==> src/rtl/fsm_step_sequencer.sv <==
// Command-driven four-phase step sequencer: advances `estados` once every DIV clocks
// for a requested number of steps, in either direction, with abort and completion pulses.
module fsm_step_sequencer #(
    parameter int DIV   = 100,
    parameter int CNT_W = 16
) (
    input  logic             clk,
    input  logic             rst_n,
    input  logic             cmd_valid,
    output logic             cmd_ready,
    input  logic             cmd_dir,
    input  logic [CNT_W-1:0] cmd_steps,
    input  logic             abort,
    output logic [1:0]       estados,
    output logic             step_tick,
    output logic             busy,
    output logic [CNT_W-1:0] steps_left,
    output logic             done,
    output logic             aborted
);

    localparam int PW = (DIV > 2) ? $clog2(DIV) : 1;
    localparam logic [PW-1:0] PRESC_MAX = PW'(DIV - 1);

    // Two encodings are spare so that a corrupted state register has a defined way back.
    typedef enum logic [1:0] {
        IDLE = 2'd0,
        RUN  = 2'd1
    } state_t;

    state_t             state_r, state_s;
    logic [PW-1:0]      presc_r, presc_s;
    logic [1:0]         estados_r, estados_s;
    logic [CNT_W-1:0]   steps_left_r, steps_left_s;
    logic               dir_r, dir_s;
    logic               step_tick_r, step_tick_s;
    logic               done_r, done_s;
    logic               aborted_r, aborted_s;

    // State and datapath registers with synchronous active-low reset.
    always_ff @(posedge clk) begin
        if (!rst_n) begin
            state_r      <= IDLE;
            presc_r      <= {PW{1'b0}};
            estados_r    <= 2'd0;
            steps_left_r <= {CNT_W{1'b0}};
            dir_r        <= 1'b0;
            step_tick_r  <= 1'b0;
            done_r       <= 1'b0;
            aborted_r    <= 1'b0;
        end else begin
            state_r      <= state_s;
            presc_r      <= presc_s;
            estados_r    <= estados_s;
            steps_left_r <= steps_left_s;
            dir_r        <= dir_s;
            step_tick_r  <= step_tick_s;
            done_r       <= done_s;
            aborted_r    <= aborted_s;
        end
    end

    // Next-state and next-output logic; abort outranks a coincident step edge.
    always_comb begin
        state_s      = state_r;
        presc_s      = presc_r;
        estados_s    = estados_r;
        steps_left_s = steps_left_r;
        dir_s        = dir_r;
        step_tick_s  = 1'b0;
        done_s       = 1'b0;
        aborted_s    = 1'b0;
        case (state_r)
            IDLE: begin
                if (cmd_valid && !abort) begin
                    if (cmd_steps == {CNT_W{1'b0}}) begin
                        done_s = 1'b1;
                    end else begin
                        dir_s        = cmd_dir;
                        steps_left_s = cmd_steps;
                        presc_s      = {PW{1'b0}};
                        state_s      = RUN;
                    end
                end else begin
                    presc_s = {PW{1'b0}};
                end
            end
            RUN: begin
                if (abort) begin
                    state_s   = IDLE;
                    presc_s   = {PW{1'b0}};
                    aborted_s = 1'b1;
                end else if (presc_r == PRESC_MAX) begin
                    presc_s      = {PW{1'b0}};
                    estados_s    = dir_r ? (estados_r - 2'd1) : (estados_r + 2'd1);
                    steps_left_s = steps_left_r - CNT_W'(1);
                    step_tick_s  = 1'b1;
                    if (steps_left_r == CNT_W'(1)) begin
                        state_s = IDLE;
                        done_s  = 1'b1;
                    end else begin
                        state_s = RUN;
                    end
                end else begin
                    presc_s = presc_r + PW'(1);
                end
            end
            default: begin
                state_s = IDLE;
                presc_s = {PW{1'b0}};
            end
        endcase
    end

    assign cmd_ready  = (state_r == IDLE);
    assign busy       = (state_r == RUN);
    assign estados    = estados_r;
    assign step_tick  = step_tick_r;
    assign steps_left = steps_left_r;
    assign done       = done_r;
    assign aborted    = aborted_r;

endmodule

==> config.mk <==
export PLATFORM = sky130hd
export DESIGN_NAME = fsm_step_sequencer
export DESIGN_NICKNAME = d
export VERILOG_FILES = /design/src/rtl/fsm_step_sequencer.sv
export SDC_FILE = /design/constraint.sdc
export NUM_CORES = 1
export LEC_CHECK = 0
export ABC_CLOCK_PERIOD_IN_PS = 4500
export CORE_MARGIN = 1
export CORE_UTILIZATION = 32
export CTS_CLUSTER_SIZE = 28
export DETAILED_ROUTE_END_ITERATION = 7
export PLACE_DENSITY = 0.54
export SYNTH_ARGS = -nofsm -noshare
export SYNTH_HDL_FRONTEND = slang
export SYNTH_SLANG_ARGS = --single-unit
==> constraint.sdc <==
create_clock -name clk -period 4.5 [get_ports clk]
set_input_delay 1.125 -clock clk [delete_from_list [all_inputs] [get_ports clk]]
set_output_delay 1.125 -clock clk [all_outputs]
set_load 0.1 [all_outputs]
-- Yosys cells after proc, flatten, opt, wreduce, memory -nomap -nowiden
Index checks and enable logic that the tools add are counted.
W data, S select, Z words.
- $add $sub $neg: 4
- multiply operators: 0
- divide/modulo/power cells: 0
- $lt $le $gt $ge: 0
- equality and inequality tests: 9
- shifts and indexed selects: 0
- multiplexer cells: 25
- bitwise gates (word level): 4
- reduce and logical (&&, ||, !) cells: 11
- operator list (operator ; number):
    $mux W16 ; 4
    $pmux W16 S2 ; 1
    $mux W7 ; 4
    $eq A16 B1 Y1 const B ; 1
    $logic_not A16 Y1 ; 1
    $sub A16 B1 Y16 const B ; 1
    $pmux W7 S2 ; 1
    $mux W2 ; 5
    $reduce_and A3 Y1 ; 3
    $mux W1 ; 8
    $add A7 B1 Y7 const B ; 1
    $eq A7 B7 Y1 const B ; 1
    $reduce_and A5 Y1 ; 1
    $ne A2 B1 Y1 const B ; 2
    $ne A2 B2 Y1 const B ; 2
    $not A1 Y1 ; 4
    $pmux W2 S2 ; 1
    $ne A3 B2 Y1 const B ; 1
    $ne A3 B3 Y1 const B ; 1
    $reduce_or A3 Y1 ; 1
    $add A2 B1 Y2 const B ; 1
    $eq A2 B1 Y1 const B ; 1
    $logic_not A2 Y1 ; 1
    $pmux W1 S2 ; 1
    other kinds (5) ; 5
- register bits after elaboration: 31
- latch bits: 0
- memory bits (writable): 0
- bits in read-only memories: 0
- output and inout port bits: 23
- logic and storage cells: 61
- memories: 0

-- Depth between registers and ports, before layout
Gate-level depths: netlist of the first run.
- depth in word-level cells: 5
- gate-level depth with buffers: 7

-- Worst setup path after synthesis of the first run
No wires, ideal clock.
- path kind: register -> output
- from: register state_r[0]
- to: output cmd_ready
- data arrival time: 1.962 ns
- required time: 3.375 ns
- setup slack: 1.413 ns
- stages on the path, launching flop included: 3
- path buffers: 1
- cell sequence: dfxtp_1 > inv_1 > buf_1
- longest elaborated chain between the ends: 1
- RTL lines (element ; RTL line ; source):
    start, declared ; 31 ; state_t state_r, state_s;
    start signal, assigned ; 52 ; state_r <= state_s;
    $logic_not A2 Y1 ; 115 ; assign cmd_ready = (state_r == IDLE);
    end, declared ; 10 ; output logic cmd_ready,
No other way between the ends.

-- Worst setup path in the final report of the first run
Same ends and word-level chain as after synthesis.

==> results of run 1 <==
-- cell families (layout without fill, tap and decap cells) --
family,Yosys count,in the layout,share of synthesized area
simple gates,88,88,0.2773
compound gates,63,63,0.2504
flops,30,30,0.3687
buf+inv,15,58,0.03686
xor+xnor,7,7,0.03764
fa+ha+maj,3,3,0.02304
mux,1,1,0.006145
-- final timing paths --
check / cells past startpoint / end / startpoint / slack, ns
worst min-delay path: 2 / dir_r / dir_r / 0.47
worst max register to register: 6 / steps_left[2] / presc_r[2] / 2.27
worst min register to register: 2 / dir_r / dir_r / 0.47
worst max-delay path: 2 / cmd_ready / state_r[0] / 1.22
-- per-layer routing --
| metal | vias to the layer above | wire length (µm) | track usage | part of all wire |
|---|---|---|---|---|
| met5 | - | 0 | 0 | 0 |
| met4 | 0 | 49 | 0.05769 | 0.010 |
| met3 | 4 | 232 | 0.05213 | 0.047 |
| met2 | 50 | 2246 | 0.3200 | 0.46 |
| met1 | 824 | 2366 | 0.2672 | 0.48 |
| li1 | 864 | - | - | - |
-- layout make-up --
cell class                      instances  area (µm²)
Clock inverter                          2       10.01
Multi-Input combinational cell        162       968.4
Sequential cell                        30       600.6
Fill cell                             516        2618
Inverter                                6       22.52
Tap cell                               67       83.83
Clock buffer                            5       68.82
Timing Repair Buffer                   45       445.4
-- state kept, by name, indices dropped and copies added (netlist names) --
register,count
state_r,1
presc_r,7
steps_left,16
estados,2
dir_r,1
aborted,1
step_tick,1
done,1
-- power by group through the flow --
stage,clock [mW],sequential [mW],combinational [mW]
3_3_place_gp,0,0.294,0.200
3_5_place_dp,0,0.294,0.199
6_report,0.205,0.288,0.201
5_1_grt,0.224,0.290,0.214
2_1_floorplan,0,0.356,0.0759
4_1_cts,0.211,0.288,0.200
-- critical path: stages (launching register included) --
cell             delay (ns)
dfxtp_1                0.31
inv_1                  0.33
clkdlybuf4s50_1        1.22
-- cells in the final DEF (no fill, tap or decap), types with 3 or more instances in the layout --
cell type,n
xor2_1,5
nand2_1,16
o21ai_0,13
a31oi_1,3
dfxtp_1,30
or3_1,6
clkbuf_8,5
nor4_1,7
a22oi_1,5
nand3_1,8
inv_1,6
clkdlybuf4s50_1,43
o21a_1,3
a31o_2,3
or4_1,4
ha_1,3
a21oi_1,17
nor2_1,20
nand2b_1,3
nor3_1,12
o32ai_1,3
-- stage by stage --
| step | hold slack (ns) | instances | setup WS, ns | util | cell area [µm²] |
|---|---|---|---|---|---|
| global placement | 0.4557 | 310 | 1.060 | 0.4403 | 2121 |
| global route | 0.4951 | 317 | 1.130 | 0.4566 | 2200 |
| finish | 0.4698 | 317 | 1.225 | 0.4566 | 2200 |
| detailed placement | 0.4621 | 310 | 1.003 | 0.4403 | 2121 |
| floorplan | 0.4496 | 207 | 1.413 | - | 1629 |
| CTS | 0.4716 | 317 | 1.218 | 0.4566 | 2200 |
==> impl_metrics.tcl, run 1 <==
set metrics [dict create \
    status "finished clean" \
    antenna_found_initial 0 \
    ir_worst_vdd_uv 140.4 \
    share_comb_of_total_power 0.289 \
    synth_cells 207 \
    synth_edf_count 0 \
    cp.required_ns 3.38 \
    syn_to_final_growth_pct 35.02 \
    synthTopCellsByArea "dfxtp_1, a21oi_1, nor2_1, o21ai_0, nor3_1" \
    hold_viol_final 0 \
    drv_slew 0 \
    fin_nets 274 \
    ant_nets 0 \
    avgViaCountPerCell 5.495 \
    postCtsHoldBufs 0 \
    synth_cell_type_count 43 \
    grt_pass1_wl_um 8024 \
    die_height_um 73.35 \
    rsz0062_at_grt "false" \
    critPathMaxFanout 14 \
    ys_seq_area_frac 0.3687 \
    p_seq_frac 0.415 \
    cts.repair.resized 0 \
    first_iter_violations 70 \
    wirelength_um 4894 \
    fmax_mhz 305.3 \
    coreArea_um2 4817 \
    drc 0 \
    ys_ff_latch 30 \
    io_pins 44 \
    crit_type "reg2out" \
    diodes 0 \
    clkPwrFrac 0.296 \
    critPathLaunchType "register" \
    synth-main-ff-cell "dfxtp_1" \
    p_sw_frac 0.3604 \
    min_path_type "reg2reg" \
    p_leak_nw 0.7688 \
    floorplan.initialDensity 0.3382 \
    power_mw 0.6936 \
    tightestPinTransition_ns 0.9841 \
    yosys_warnings 0 \
    rows 25 \
    yosys.area.top_type "dfxtp_1" \
    synth_area_um2 1629 \
    synth_top_cells_by_count "dfxtp_1, nor2_1, a21oi_1, nand2_1, o21ai_0" \
    fin_skew_ns 0.007087 \
    grt_pass1_vias 1642 \
    cts_tree "yes" \
    synth_most_common_cell "dfxtp_1" \
    clock-sinks 30 \
    wire_per_inst_um 15.44 \
    cts_buffer_depth 2 \
    grt_start_max_net_pins 23 \
    cts.reportedPaths.clkPinSlew_ns 0.07 \
    cts_setup_buffers 0 \
    maxCapViolCount 0 \
    p_int_mw 0.4436 \
    cts_made_buffers 5 \
    cts_root_buf "clkbuf_8" \
    critical_path_arrival_ns 2.15 \
    p_per_area_nw_per_um2 315.3 \
    drive_gt1_frac 0.06400 \
    dp_hpwl_um 3502 \
    setup_viol 0 \
    gr-total-overflow 0 \
    synthArstFlopShare 0 \
    dr.pass1.iters 4 \
    end_kind "output pin" \
    vias 1742 \
    die_w_um 73.35 \
    synth_top_area_frac 0.3687 \
    fin_crit_sh 0.7279 \
    die_area_um2 5380 \
    switchingPower_mw 0.2500 \
    gp_congestion 0.8104 \
    fin_setup_tns_ns 0 \
    syn_avg_cell_area_um2 7.870 \
    track_usage 0.2008 \
    clk_latency_ns 0.29 \
    period_needed_ns 3.275 \
    slew_headroom 0.3419 \
    htree_levels 2 \
    syn_nets 231 \
    port_buffers 43 \
]
Note: power is estimated with default switching activity, not from simulation.
==> run 2, diff against run 1 <==
--- a/config.mk
+++ b/config.mk
@@ -5,7 +5,7 @@
 export SDC_FILE = /design/constraint.sdc
 export NUM_CORES = 1
 export LEC_CHECK = 0
-export ABC_CLOCK_PERIOD_IN_PS = 4500
+export ABC_CLOCK_PERIOD_IN_PS = 3100
 export CORE_MARGIN = 1
 export CORE_UTILIZATION = 32
 export CTS_CLUSTER_SIZE = 28
==> constraint.sdc (replaced) <==
create_clock -name clk -period 3.1 [get_ports clk]
set_input_delay 0.775 -clock clk [delete_from_list [all_inputs] [get_ports clk]]
set_output_delay 0.775 -clock clk [all_outputs]
set_load 0.1 [all_outputs]
==> impl_metrics.tcl, run 2 (synthesis gave the netlist of run 1 again) <==
set metrics [dict create \
    status "finished clean" \
    grt_pass1_wl_um 7852 \
    maxCapViolCount 0 \
    fin_skew_ns 0.004748 \
    postCtsHoldBufs 0 \
    track_usage 0.1949 \
    first_iter_violations 125 \
    whs_ns 0.4663 \
    io_pins 44 \
    htree_levels 2 \
    wl_met2_um 2142 \
    fillCellCount 513 \
    die_height_um 73.35 \
    critPathMaxFanout 8 \
    tightestPinTransition_ns 0.7171 \
    wirelength_um 4898 \
    rsz0062_at_grt "false" \
    period_needed_ns 2.534 \
    fin_setup_tns_ns 0 \
    p_per_area_nw_per_um2 463.5 \
    ant_nets 0 \
    fin_nets 277 \
    floorplan.initialDensity 0.3382 \
    cts_made_buffers 5 \
    die_area_um2 5380 \
    cts.reportedPaths.clkPinSlew_ns 0.06 \
    grt_pass1_vias 1523 \
    syn_to_final_growth_pct 32.72 \
    vias 1714 \
    cts_setup_buffers 0 \
    cts_tree "yes" \
    p_leak_nw 0.8201 \
    multi_input_area_um2 968.4 \
    end_kind "register" \
    cts_buffer_depth 2 \
    dr.pass1.iters 4 \
    diodes 0 \
    die_w_um 73.35 \
    ir_worst_vdd_uv 222.9 \
    min_path_type "reg2reg" \
    cts.repair.resized 0 \
    fin_crit_sh 0.8174 \
    final_cell_mix "dfxtp_1, buf_4, nor2_1, clkdlybuf4s50_1, a21oi_1" \
    critPathLaunchType "input port" \
    slew_headroom 0.5175 \
    hold_viol_final 0 \
    coreArea_um2 4817 \
    largest_reg_flops 16 \
    crit_type "in2reg" \
    drv_slew 0 \
    cts_root_buf "clkbuf_8" \
    gr-total-overflow 0 \
    drc 0 \
    routed-wl-met3_um 210 \
    dp_hpwl_um 3512 \
    layout_commonest_cell "dfxtp_1" \
    critical_path_arrival_ns 2.70 \
    setup_viol 0 \
    final-seq-area_um2 600.6 \
    gp_congestion 0.8609 \
    clock-sinks 30 \
    port_buffers 43 \
    met1_length_um 2486 \
    cp.required_ns 3.27 \
    wire_per_inst_um 15.31 \
    antenna_found_initial 0 \
    drive_gt1_frac 0.1581 \
    rows 25 \
    grt_start_max_net_pins 23 \
    clk_latency_ns 0.28 \
    fmax_mhz 394.6 \
    avgViaCountPerCell 5.356 \
    dr.max_layer_used "met4" \
]
[run 2: final timing paths]
check,start,end,slack [ns],cells after the start
min,dir_r,dir_r,0.47,2
min reg2reg,dir_r,dir_r,0.47,2
max reg2reg,steps_left[0],steps_left[13],0.80,5
max,cmd_steps[14],steps_left[2],0.57,6
[run 2: power by group]
group / internal [mW] / total [mW] / leakage, nW / switching [mW]
clock network: 0.154 / 0.296 / 0.0383 / 0.141
registers: 0.400 / 0.419 / 0.244 / 0.0189
logic: 0.0909 / 0.288 / 0.538 / 0.197
[run 2: cell type report]
class | instances | area share
Timing Repair Buffer | 48 | 0.1898
Sequential cell | 30 | 0.2778
Tap cell | 67 | 0.03877
Clock buffer | 7 | 0.03530
Multi-Input combinational cell | 162 | 0.4479
Inverter | 6 | 0.01042
[run 2: worst max-delay path: stages]
cell,delay [ns]
clkdlybuf4s50_1,0.45
nor4_1,0.37
nand4_1,0.34
nor2b_1,0.37
a221oi_1,0.34
nor2_1,0.06
[run 2: per-stage QoR]
stage	power, mW	cell area, µm²	instances	setup slack (ns)	utilization
CTS	1.009	2162	320	0.5382	0.4488
global placement	0.7138	2086	313	0.2141	0.4330
finish	1.002	2162	320	0.5660	0.4488
global route	1.052	2162	320	0.4230	0.4488
floorplan	0.6265	1629	207	0.3630	-
detailed placement	0.7124	2086	313	0.2417	0.4330
[run 2: per-layer routing]
metal | up-vias | track usage
met2 | 40 | 0.2809
met5 | - | 0
met3 | 6 | 0.04115
met1 | 798 | 0.2837
met4 | 0 | 0.07051
li1 | 870 | -
